[config.mk]
export PLATFORM = sky130hd
export DESIGN_NAME = prog_mem_flat
export DESIGN_NICKNAME = d
export VERILOG_FILES = /design/src/rtl/prog_mem_pkg.sv /design/src/rtl/prog_mem_if.sv /design/src/rtl/prog_mem_array.sv /design/src/rtl/prog_mem.sv /design/src/flat_wrapper.sv
export SDC_FILE = /design/constraint.sdc
export NUM_CORES = 1
export LEC_CHECK = 0
export BUFFER_PORTS_ARGS = -buffer_cell sky130_fd_sc_hd__buf_2
export CAP_MARGIN = 20
export CORE_ASPECT_RATIO = 1.4
export CORE_UTILIZATION = 40
export DETAILED_ROUTE_END_ITERATION = 16
export GPL_ROUTABILITY_DRIVEN = 0
export GPL_TIMING_DRIVEN = 0
export PLACE_DENSITY_LB_ADDON = 0.1
export SETUP_SLACK_MARGIN = 0.02
export SYNTH_ARGS = -nofsm -noshare
export SYNTH_HDL_FRONTEND = slang
export SYNTH_SLANG_ARGS = --single-unit
[constraint.sdc]
create_clock -name clock -period 3.8 [get_ports clock]
set_input_delay 0.95 -clock clock [delete_from_list [all_inputs] [get_ports clock]]
set_output_delay 0.95 -clock clock [all_outputs]
set_load 0.05 [all_outputs]
[src/rtl/prog_mem_pkg.sv]
// Shared definitions for the prog_mem instruction memory.
// Holds the loader/fetch state enum, the header magic value and the
// default geometry of the memory (4 words x 4 bits, 2-bit address).
package prog_mem_pkg;

    localparam int DEF_WORDS  = 4;
    localparam int DEF_ADDR_W = 2;
    localparam int DEF_WIDTH  = 4;

    // Upper two bits of a valid header nibble.
    localparam logic [1:0] HDR_MAGIC = 2'b10;

    typedef enum logic [2:0] {
        ST_IDLE,
        ST_HDR,
        ST_DATA,
        ST_CHK,
        ST_RUN,
        ST_ERR
    } state_e;

endpackage

[src/rtl/prog_mem_if.sv]
// Bus bundle between prog_mem and its two clients: the nibble loader
// (start, ld_valid, ld_data, ld_ready) and the CPU core's fetch/reset side
// (rom_addr, rom_value, core_run), plus the busy/error status flags.
//   master : loader + core side (drives start, ld_valid, ld_data, rom_addr)
//   slave  : prog_mem side (drives ld_ready, rom_value, core_run, busy, error)
interface prog_mem_if #(
    parameter int ADDR_W = prog_mem_pkg::DEF_ADDR_W,
    parameter int WIDTH  = prog_mem_pkg::DEF_WIDTH
);
    logic              start;
    logic              ld_valid;
    logic [WIDTH-1:0]  ld_data;
    logic              ld_ready;
    logic [ADDR_W-1:0] rom_addr;
    logic [WIDTH-1:0]  rom_value;
    logic              core_run;
    logic              busy;
    logic              error;

    modport master (
        output start, ld_valid, ld_data, rom_addr,
        input  ld_ready, rom_value, core_run, busy, error
    );

    modport slave (
        input  start, ld_valid, ld_data, rom_addr,
        output ld_ready, rom_value, core_run, busy, error
    );
endinterface

[src/rtl/prog_mem_array.sv]
// Storage array for prog_mem: WORDS x WIDTH flops.
// Ports:
//   clock, reset     - clock and asynchronous active-low clear
//   clr              - synchronous clear of every word (wins over a write)
//   we, waddr, wdata - single write port
//   raddr, rdata     - combinational read port (zero-cycle latency)
module prog_mem_array
    import prog_mem_pkg::*;
#(
    parameter int WORDS  = DEF_WORDS,
    parameter int ADDR_W = DEF_ADDR_W,
    parameter int WIDTH  = DEF_WIDTH
) (
    input  logic              clock,
    input  logic              reset,
    input  logic              clr,
    input  logic              we,
    input  logic [ADDR_W-1:0] waddr,
    input  logic [WIDTH-1:0]  wdata,
    input  logic [ADDR_W-1:0] raddr,
    output logic [WIDTH-1:0]  rdata
);

    logic [WORDS-1:0][WIDTH-1:0] mem_q;
    logic [WORDS-1:0][WIDTH-1:0] mem_d;

    always_comb begin
        // NOTE: default every always_comb output first so no path leaves it
        // unassigned; otherwise synthesis infers a latch.
        mem_d = mem_q;
        if (clr) begin
            mem_d = '0;
        end else if (we) begin
            mem_d[waddr] = wdata;
        end
    end

    // NOTE: this memory is a handful of flops, so it takes the async reset
    // like any other register; a large RAM macro could not be cleared this way.
    always_ff @(posedge clock or negedge reset) begin
        // NOTE: sequential state uses non-blocking assignments so every flop
        // samples pre-edge values regardless of block ordering.
        if (!reset) begin
            mem_q <= '0;
        end else begin
            mem_q <= mem_d;
        end
    end

    assign rdata = mem_q[raddr];

endmodule

[src/rtl/prog_mem.sv]
// Writable instruction memory for the CPU core.
// A loader streams nibbles (header, N data words, checksum) over a
// valid/ready handshake; once the checksum matches, the memory is exposed
// on the fetch port and the core is released from reset via core_run.
// Ports:
//   clock - rising-edge clock
//   reset - asynchronous active-low reset (clears FSM, memory, core_run)
//   bus   - prog_mem_if slave: loader stream, fetch port, status flags
module prog_mem
    import prog_mem_pkg::*;
#(
    parameter int WORDS  = DEF_WORDS,
    parameter int ADDR_W = DEF_ADDR_W,
    parameter int WIDTH  = DEF_WIDTH
) (
    input  logic       clock,
    input  logic       reset,
    prog_mem_if.slave  bus
);

    state_e            state_q, state_d;
    logic [ADDR_W-1:0] idx_q, idx_d;     // next data word to be written
    logic [ADDR_W-1:0] last_q, last_d;   // N-1 from the header
    logic [WIDTH-1:0]  sum_q, sum_d;     // running checksum, wraps mod 2**WIDTH
    logic              core_run_q, core_run_d;

    logic              ld_ready;
    logic              accept;
    logic              mem_clr;
    logic              mem_we;
    logic [WIDTH-1:0]  rd_data;

    assign ld_ready = (state_q == ST_HDR) || (state_q == ST_DATA) || (state_q == ST_CHK);
    // start outranks any nibble presented in the same cycle.
    assign accept   = bus.ld_valid && ld_ready && !bus.start;

    always_comb begin
        state_d = state_q;
        idx_d   = idx_q;
        last_d  = last_q;
        sum_d   = sum_q;
        mem_clr = 1'b0;
        mem_we  = 1'b0;

        if (bus.start) begin
            state_d = ST_HDR;
            idx_d   = '0;
            sum_d   = '0;
            mem_clr = 1'b1;
        end else if (accept) begin
            unique case (state_q)
                ST_HDR: begin
                    if (bus.ld_data[WIDTH-1 -: 2] == HDR_MAGIC) begin
                        last_d  = bus.ld_data[ADDR_W-1:0];
                        idx_d   = '0;
                        state_d = ST_DATA;
                    end else begin
                        state_d = ST_ERR;
                    end
                end
                ST_DATA: begin
                    mem_we = 1'b1;
                    sum_d  = sum_q + bus.ld_data;
                    if (idx_q == last_q) begin
                        state_d = ST_CHK;
                    end else begin
                        idx_d = idx_q + ADDR_W'(1);
                    end
                end
                ST_CHK: begin
                    state_d = (bus.ld_data == sum_q) ? ST_RUN : ST_ERR;
                end
                default: ;
            endcase
        end

        // Follows RUN one edge late and drops on the same edge start leaves RUN.
        core_run_d = (state_q == ST_RUN) && !bus.start;
    end

    always_ff @(posedge clock or negedge reset) begin
        if (!reset) begin
            state_q    <= ST_IDLE;
            idx_q      <= '0;
            last_q     <= '0;
            sum_q      <= '0;
            core_run_q <= 1'b0;
        end else begin
            state_q    <= state_d;
            idx_q      <= idx_d;
            last_q     <= last_d;
            sum_q      <= sum_d;
            core_run_q <= core_run_d;
        end
    end

    prog_mem_array #(
        .WORDS  (WORDS),
        .ADDR_W (ADDR_W),
        .WIDTH  (WIDTH)
    ) u_array (
        .clock (clock),
        .reset (reset),
        .clr   (mem_clr),
        .we    (mem_we),
        .waddr (idx_q),
        .wdata (bus.ld_data),
        .raddr (bus.rom_addr),
        .rdata (rd_data)
    );

    assign bus.ld_ready  = ld_ready;
    assign bus.busy      = ld_ready;
    assign bus.error     = (state_q == ST_ERR);
    assign bus.rom_value = (state_q == ST_RUN) ? rd_data : '0;
    assign bus.core_run  = core_run_q;

endmodule

[src/flat_wrapper.sv]
// flat-port wrapper written by rule: the top's interface ports become plain ports
module prog_mem_flat import prog_mem_pkg::*;
#(
    parameter int WORDS  = DEF_WORDS,
    parameter int ADDR_W = DEF_ADDR_W,
    parameter int WIDTH  = DEF_WIDTH
)
  (clock, reset, bus_start, bus_ld_valid, bus_ld_data, bus_rom_addr, bus_ld_ready, bus_rom_value, bus_core_run, bus_busy, bus_error);
  prog_mem_if #(.ADDR_W(ADDR_W), .WIDTH(WIDTH)) bus_i ();
  input  logic clock;
  input  logic reset;
  input wire logic [$bits(bus_i.start)-1:0] bus_start;
  input wire logic [$bits(bus_i.ld_valid)-1:0] bus_ld_valid;
  input wire logic [$bits(bus_i.ld_data)-1:0] bus_ld_data;
  input wire logic [$bits(bus_i.rom_addr)-1:0] bus_rom_addr;
  output wire logic [$bits(bus_i.ld_ready)-1:0] bus_ld_ready;
  output wire logic [$bits(bus_i.rom_value)-1:0] bus_rom_value;
  output wire logic [$bits(bus_i.core_run)-1:0] bus_core_run;
  output wire logic [$bits(bus_i.busy)-1:0] bus_busy;
  output wire logic [$bits(bus_i.error)-1:0] bus_error;
  assign bus_i.start = bus_start;
  assign bus_i.ld_valid = bus_ld_valid;
  assign bus_i.ld_data = bus_ld_data;
  assign bus_i.rom_addr = bus_rom_addr;
  assign bus_ld_ready = bus_i.ld_ready;
  assign bus_rom_value = bus_i.rom_value;
  assign bus_core_run = bus_i.core_run;
  assign bus_busy = bus_i.busy;
  assign bus_error = bus_i.error;
  prog_mem #(.WORDS(WORDS), .ADDR_W(ADDR_W), .WIDTH(WIDTH)) u_core (.clock(clock), .reset(reset), .bus(bus_i));
endmodule
==> impl_results.md, run 1 <==
* Boundary Pins at 18
* Reg-to-reg slack, setup at ~1.7 ns
* Worst Skew at 0.00210 ns
* Global-route wire length before repair at between 6000 and 7000 microns
* Slowest stage delay, CP at ~0.52 ns
* Outcome: completed
* Post-DRT Antenna Nets at 0
* Worst path cell trace: buf_2 -> mux4_2 -> and3_1 -> buf_2
* Worst r2r src: u_core.sum_q[2]$_DFFE_PN0P_
* CP Capture Type: primary output
* CTS resizes at 0
* N_diodes at 0
* YS warnings at 0
* Port Buffer Count at 16
* Core area at 3680 sq um
* Mapped Avg Cell Area at about 9.7 sq um
* Seq pwr share at ~56%
* Vias per inst at 5.43
* Vias in the first global route at about 1200
* H-tree depth at 1
* Die width at approximately 55 microns
* Clock group share of total power at 28.7%
* Area of the multi-input gates at 795 sq um
* Filler cells at ~380
* Worst-margin pin slew at 0.650 ns
* Post-layout nets at just under 200
* Normalized max-slew margin at 56.7%
* CTS root buffer: clkbuf_8
* Fmax at between 0.3 and 0.4 GHz
* Routed WL per cell at between 15 and 20 microns
* Initial antenna violation count at 0
* Post-route minimum period at 2.98 ns
* Synth cell types at 31
* Dpl hpwl at ~2800 microns
* CTS tree: done
* Num CTS Buffers at 3
* Total grt overflow at 0
* Crit Reg-Reg Endpoint: u_core.state_q[0]$_DFFE_PN0P_
* Worst hold endpoint: u_core.last_q[1]$_DFFE_PN0P_
* Crit-path max FO at 4
* Internal power at 0.404 mW
* WHS Path Cells at 1
* Bufs on Longest Clock Path at 2
* Storage cell area at between 700 and 800 sq um
* Total Wirelength at between 3000 and 4000 microns
* Total die area at 4140 sq um
* Pin count of the biggest net entering global routing at 29
* R2R depth at 5
* Max_cap viols at 0
* Yosys reg bits at 28
* Switching Share at between 20% and 30%
* Synth Net Count at between 150 and 200
* Final Hold Violating Endpoints at 0
* Worst hold path startpoint: u_core.last_q[1]$_DFFE_PN0P_
* GRT Overall Usage at 20.6%
* Most common cell after layout, fill and taps aside: dfrtp_1
* Drt first pass iters at 4
* Setup Crit Path Kind: primary input to primary output
* Worst Hold Class: register to register
* Row count at 26
* Final Setup Violations at 0
* Commonest non-fill, non-tap cells in the layout: 28 x dfrtp_1, 24 x nand2_1, 24 x a21oi_1, 20 x buf_2, 18 x nand3_1
* Clock Latency Late Sink at 0.27 ns
* Critical path's slowest cell: mux4_2
* Post-route clock period utilization at a little under 80%
* Net Sw Power at around 0.16 mW
* Final TNS setup at 0 ns
* Max IR drop VDD at about 0.15 mV
* Final Max Tran Viols at 0
* Largest area contributor in the synthesized netlist: dfrtp_1
* Syn Inst Count at 160
* CP dominant cell by count: buf_2
* Leak at roughly 0.78 nW
* Reg clk slew, reported paths at ~0.09 ns
* Share of cells above drive strength 1 at around 16%
* Area contributors post-synth: dfrtp_1 45%, a21oi_1 7.7%, nand3_1 5.8%
* Hold-fix buffers, CTS at 0
* RSZ-0062 raised after global routing: no
* Chip Height at between 70 and 80 microns
* Area growth from synthesis to layout at 11.2%
* Setup Buffers After CTS at 0
* Crit start category: primary input
* Pwr dens at ~320 nW/um^2
* Power, Total at 0.561 mW
* Starting Density at 42.2%
* CP Data Arrival Time at between 2 and 2.5 ns
* Vias at about 1200
* Share of the synthesized area in the top cell type at between 40% and 50%
* Combinational share of power at ~15%
* Synthesized area at around 1600 sq um
* Number of DRC markers in iteration 0 at 19
* Worst Path Required at around 2.9 ns
* DRC violations left at 0
* Sink Count at 28
* Post-synthesis sequential area ratio at about 45%
cell usage after synthesis:
cell type and instances:
a211oi_1 1, a21o_1 1, a21oi_1 24, and3_1 5, buf_1 1, buf_2 4, buf_4 1, clkbuf_1 3
dfrtp_1 28, fa_1 1, ha_1 7, inv_1 4, mux2_1 3, mux2i_1 4, mux4_2 4, nand2_1 24
nand2b_1 2, nand3_1 18, nand4_1 1, nor2_1 8, nor2b_1 4, nor4bb_2 1, o211ai_1 1, o21ai_0 1
o21ai_1 1, o22a_1 1, o31ai_1 1, or4_1 1, or4b_1 1, xnor2_1 1, xor2_1 3
flip-flops by register name (all words and copies together) (netlist names):
name	cells
u_core.u_array.mem_q	16
u_core.sum_q	4
u_core.state_q	3
u_core.idx_q	2
u_core.last_q	2
u_core.bus.core_run	1
logic make-up (layout without fill, tap and decap cells):
kind of cell,after synthesis,in the layout,share of synthesized area (%)
AOI/OAI and AO/OA,31,31,10.9
xor gates and xnor gates,4,4,2.26
adders and majority gates,8,8,6.93
buffers and inverters,13,32,3.71
DFF,28,28,45.1
muxes,11,11,10.6
and+or+nand+nor,65,65,20.5
power groups by stage:
stage / Sequential (mW) / Combinational, mW / Clock [mW]
2_1_floorplan: 0.320 / 0.0553 / 0
3_3_place_gp: 0.320 / 0.0862 / 0
3_5_place_dp: 0.321 / 0.0870 / 0
4_1_cts: 0.315 / 0.0872 / 0.167
5_1_grt: 0.316 / 0.0945 / 0.179
6_report: 0.314 / 0.0856 / 0.161
worst max-delay path by stage:
stage                         start          endpoint  slack (ns)  cells after the start
global route        bus_rom_addr[0]  bus_rom_value[1]        0.75                      4
CTS                 bus_rom_addr[0]  bus_rom_value[1]        0.80                      4
global placement    bus_rom_addr[0]  bus_rom_value[1]        0.83                      4
detailed placement  bus_rom_addr[0]  bus_rom_value[1]        0.80                      4
floorplan           bus_rom_addr[0]  bus_rom_value[0]        1.09                      2
finish              bus_rom_addr[0]  bus_rom_value[1]        0.82                      4
layer usage:
| layer | wire (microns) | track usage (%) |
|---|---|---|
| met5 | 0 | 0 |
| met3 | 104 | 2.20 |
| met1 | 1470 | 24.6 |
| met2 | 2000 | 36.7 |
| met4 | 72 | 8.26 |
final cells by class:
class	count	area share, %
buffer	9	2.46
clock buffer	3	2.39
inverter	4	0.870
multi-input combinational	119	46.0
sequential	28	40.6
tap	42	3.04
timing repair buffer	16	4.64
per-stage QoR:
stage	hold slack (ns)	worst slack (ns)	cells	area [sq um]	utilization, %
floorplan	0.478	1.09	160	1550	-
global placement	0.496	0.834	218	1690	45.8
detailed placement	0.499	0.800	218	1690	45.8
CTS	0.520	0.800	221	1730	47.0
global route	0.542	0.752	221	1730	47.0
finish	0.513	0.820	221	1730	47.0
worst max-delay path, delay by kind of cell:
| family | cells | cell delay, ns |
|---|---|---|
| multiplexers | 1 | 0.52 |
| buffers and inverters | 2 | 0.36 |
| AND/OR/NAND/NOR | 1 | 0.19 |
Note: power is estimated with default switching activity, not from simulation.
==> inputs of run 2 (changes only) <==
Settings changed: ABC_AREA set to 1.
Clock period 3.8 ns to 2.55 ns, I/O delays scaled along.
==> impl_results.md, run 2 <==
* Power, Total at 1.06 mW (was 0.561 mW)
* Filler cells at 433 (was 379)
* Worst-margin pin slew at 0.623 ns (was 0.650 ns)
* Port Buffer Count at 15 (was 16)
* CTS resizes at 0 (unchanged)
* Share of the synthesized area in the top cell type at 41.3% (was 45.1%)
* Sink Count at 28 (unchanged)
* Final Cell Area at 1880 sq um (was 1730 sq um)
* Die width at 57.1 microns (was 54.7 microns)
* Synth Flop Type: dfrtp_1 (unchanged)
* CTS root buffer: clkbuf_8 (unchanged)
* Setup Crit Path Kind: primary input to primary output (unchanged)
* Post-synthesis sequential area ratio at 41.3% (was 45.1%)
* Reg clk slew, reported paths at 0.09 ns (about the same)
* Initial antenna violation count at 0 (unchanged)
* Final Hold Violating Endpoints at 0 (unchanged)
* Critical path's slowest cell: buf_2 (was mux4_2)
* R2R depth at 7 (was 5)
* DRC violations left at 2 (was 0)
* CTS tree: done (unchanged)
* Normalized max-slew margin at 58.4% (was 56.7%)
* Commonest non-fill, non-tap cells in the layout: 87 x nand2_1, 28 x dfrtp_1, 26 x nor2_1, 18 x buf_2, 14 x inv_1 (was 28 x dfrtp_1, 24 x nand2_1, 24 x a21oi_1, 20 x buf_2, 18 x nand3_1)
* Area growth from synthesis to layout at 10.8% (was 11.2%)
* CP Data Arrival Time at 1.53 ns (was 2.03 ns)
* Number of DRC markers in iteration 0 at 24 (was 19)
* H-tree depth at 1 (unchanged)
* GRT Overall Usage at 18.5% (was 20.6%)
* Final Setup Violations at 0 (unchanged)
* Count leader, synth: nand2_1 (was dfrtp_1)
* Asr flop ratio synth at 100% (unchanged)
* Outcome: finished with violations (was completed)
* Final hold slack at 0.373 ns (was 0.513 ns)
* Crit Reg-Reg Endpoint: u_core.state_q[0]$_DFFE_PN0P_ (unchanged)
* Final TNS setup at 0 ns (unchanged)
* N_diodes at 0 (unchanged)
* Fmax at ~0.46 GHz
* Share of cells above drive strength 1 at 18.2% (was 16.2%)
* Pwr dens at 565 nW/um^2 (was 325 nW/um^2)
* Total die area at 4510 sq um (was 4140 sq um)
* Most common cell after layout, fill and taps aside: nand2_1 (was dfrtp_1)
* Vias per inst at 4.80 (was 5.43)
* Worst path cell trace: buf_2 -> inv_1 -> o21ai_0 -> a21oi_1 -> buf_2 (was buf_2 -> mux4_2 -> and3_1 -> buf_2)
* Placed cell areas at 1830 sq um (was 1690 sq um)
* Post-DRT Antenna Nets at 0 (unchanged)
* Starting Density at 42.6% (was 42.2%)
* Core area at 3990 sq um (was 3680 sq um)
* Largest regs: u_core.u_array.mem_q x16, u_core.sum_q x4, u_core.state_q x3 (unchanged)
* Total Wirelength at 3680 microns (was 3650 microns)
* Syn Inst Count at 228 (was 160)
* Routed WL per cell at 12.7 microns (was 16.5 microns)
* Max_cap viols at 0 (unchanged)
* Failing checks: design-rule violations
* Slowest stage delay, CP at 0.28 ns (was 0.52 ns)
* Leak at 1.03 nW (was 0.780 nW)
* Reg-to-reg slack, setup at 1.18 ns (was 1.71 ns)
* Synthesized area at 1700 sq um (was 1550 sq um)
* Num CTS Buffers at 3 (unchanged)
* Max IR drop VDD at 0.379 mV (was 0.152 mV)
* Worst Hold Class: primary input to asynchronous set/reset pin (was register to register)
* Synth Net Count at 246 (was 178)
* Boundary Pins at 18 (unchanged)
* Pin count of the biggest net entering global routing at 29 (unchanged)
* Final Max Tran Viols at 0 (unchanged)
* Hold-fix buffers, CTS at 0 (unchanged)
* Synth cell types at 26 (was 31)
* Post-route minimum period at 2.16 ns
* Chip Height at 79.1 microns (was 75.7 microns)
* Area contributors post-synth: dfrtp_1 41%, nand2_1 19%, nor2_1 5.7% (was dfrtp_1 45%, a21oi_1 7.7%, nand3_1 5.8%)
* Global-route wire length before repair at 6380 microns (was 6020 microns)
* Post-route clock period utilization at a little over four fifths
* Crit start category: primary input (unchanged)
* Yosys reg bits at 28 (unchanged)
* Clock Latency Late Sink at 0.27 ns (about the same)
* Vias at 1393 (was 1201)
* Post-layout nets at 266 (was 199)
* CP dominant cell by count: buf_2 (unchanged)
* EDFF count, synth at 0 (unchanged)
* Largest area contributor in the synthesized netlist: dfrtp_1 (unchanged)
* Crit-path max FO at 9 (was 4)
* Drt first pass iters at 10 (was 4)
* Bufs on Longest Clock Path at 2 (unchanged)
* Largest register FFs at 16 (unchanged)
* RSZ-0062 raised after global routing: no (unchanged)
* CP Capture Type: primary output (unchanged)
* Vias in the first global route at 1387 (was 1227)
* Dpl hpwl at 2920 microns (was 2810 microns)
* Row count at 27 (was 26)
* Top cells by count, synth: 87 x nand2_1, 28 x dfrtp_1, 26 x nor2_1, 14 x inv_1, 11 x o21ai_0 (was 28 x dfrtp_1, 24 x a21oi_1, 24 x nand2_1, 18 x nand3_1, 8 x nor2_1)
* Worst Path Required at 1.91 ns (was 2.85 ns)
* Total grt overflow at 0 (unchanged)
* Largest reg by FF count: u_core.u_array.mem_q (unchanged)
* Worst Skew at 0.00300 ns (was 0.00210 ns)
* Setup Buffers After CTS at 0 (unchanged)
* YS warnings at 0 (unchanged)
* Mapped Avg Cell Area at 7.45 sq um (was 9.70 sq um)
* Worst r2r src: u_core.sum_q[2]$_DFFE_PN0P_ (unchanged)
[run 2: cell types whose count changed in the layout (fill, tap and decap cells not counted), moves of 5 or more]
cell,change
and3_1,-5
nand3_1,-9
inv_2,+6
nand2_1,+63
o21ai_0,+10
nor2_1,+18
inv_1,+10
a21oi_1,-18
[run 2: routing by layer]
metal	wire, microns	up-vias	GRT usage, %
li1	-	760	-
met1	1660	617	21.2
met2	1940	14	35.4
met4	23	0	5.61
met3	54	2	1.63
met5	0	-	0
[run 2: layout make-up]
class	instances	area [sq um]	share of cell area, %
buffer	4	22.5	1.20
multi-input combinational	176	900	47.8
inverter	20	75.1	3.99
sequential	28	701	37.2
tap	43	53.8	2.86
timing repair buffer	15	75.1	3.99
clock buffer	4	55.1	2.93
[run 2: through the flow]
step | util [%] | worst slack, ns | instances
after global routing | 47.2 | 0.327 | 290
after detailed placement | 45.8 | 0.389 | 286
after global placement | 45.8 | 0.384 | 286
final | 47.2 | 0.387 | 290
after floorplan | - | 0.116 | 228
after CTS | 47.2 | 0.385 | 290
[run 2: power by group]
group | switching [mW] | internal [mW] | leakage [nW] | total (mW)
Clock | 0.133 | 0.138 | 0.0288 | 0.271
Combinational | 0.202 | 0.0858 | 0.622 | 0.287
Sequential | 0.0326 | 0.473 | 0.381 | 0.506
Total | 0.367 | 0.697 | 1.03 | 1.06
[run 2: how the worst max path moves through the flow]
stage / start / to / depth (start not counted)
2_1_floorplan: bus_rom_addr[0] / bus_rom_value[1] / 4
3_3_place_gp: bus_rom_addr[0] / bus_rom_value[1] / 5
3_5_place_dp: bus_rom_addr[0] / bus_rom_value[2] / 5
4_1_cts: bus_rom_addr[0] / bus_rom_value[2] / 5
5_1_grt: bus_rom_addr[0] / bus_rom_value[2] / 5
6_report: bus_rom_addr[0] / bus_rom_value[1] / 5
[run 2: kinds of logic (layout without fill, tap and decap cells)]
logic type	Yosys count	count (layout)	synth area share, %
simple gates	140	140	36.7
flops	28	28	41.3
compound gates	26	26	8.92
buf+inv	24	43	5.75
fa+ha+maj	8	8	6.34
xor+xnor	2	2	1.03
[run 2: critical path: cells and delay by family]
family	cells	cell delay (ns)
buf+inv	3	0.60
compound gates	2	0.29
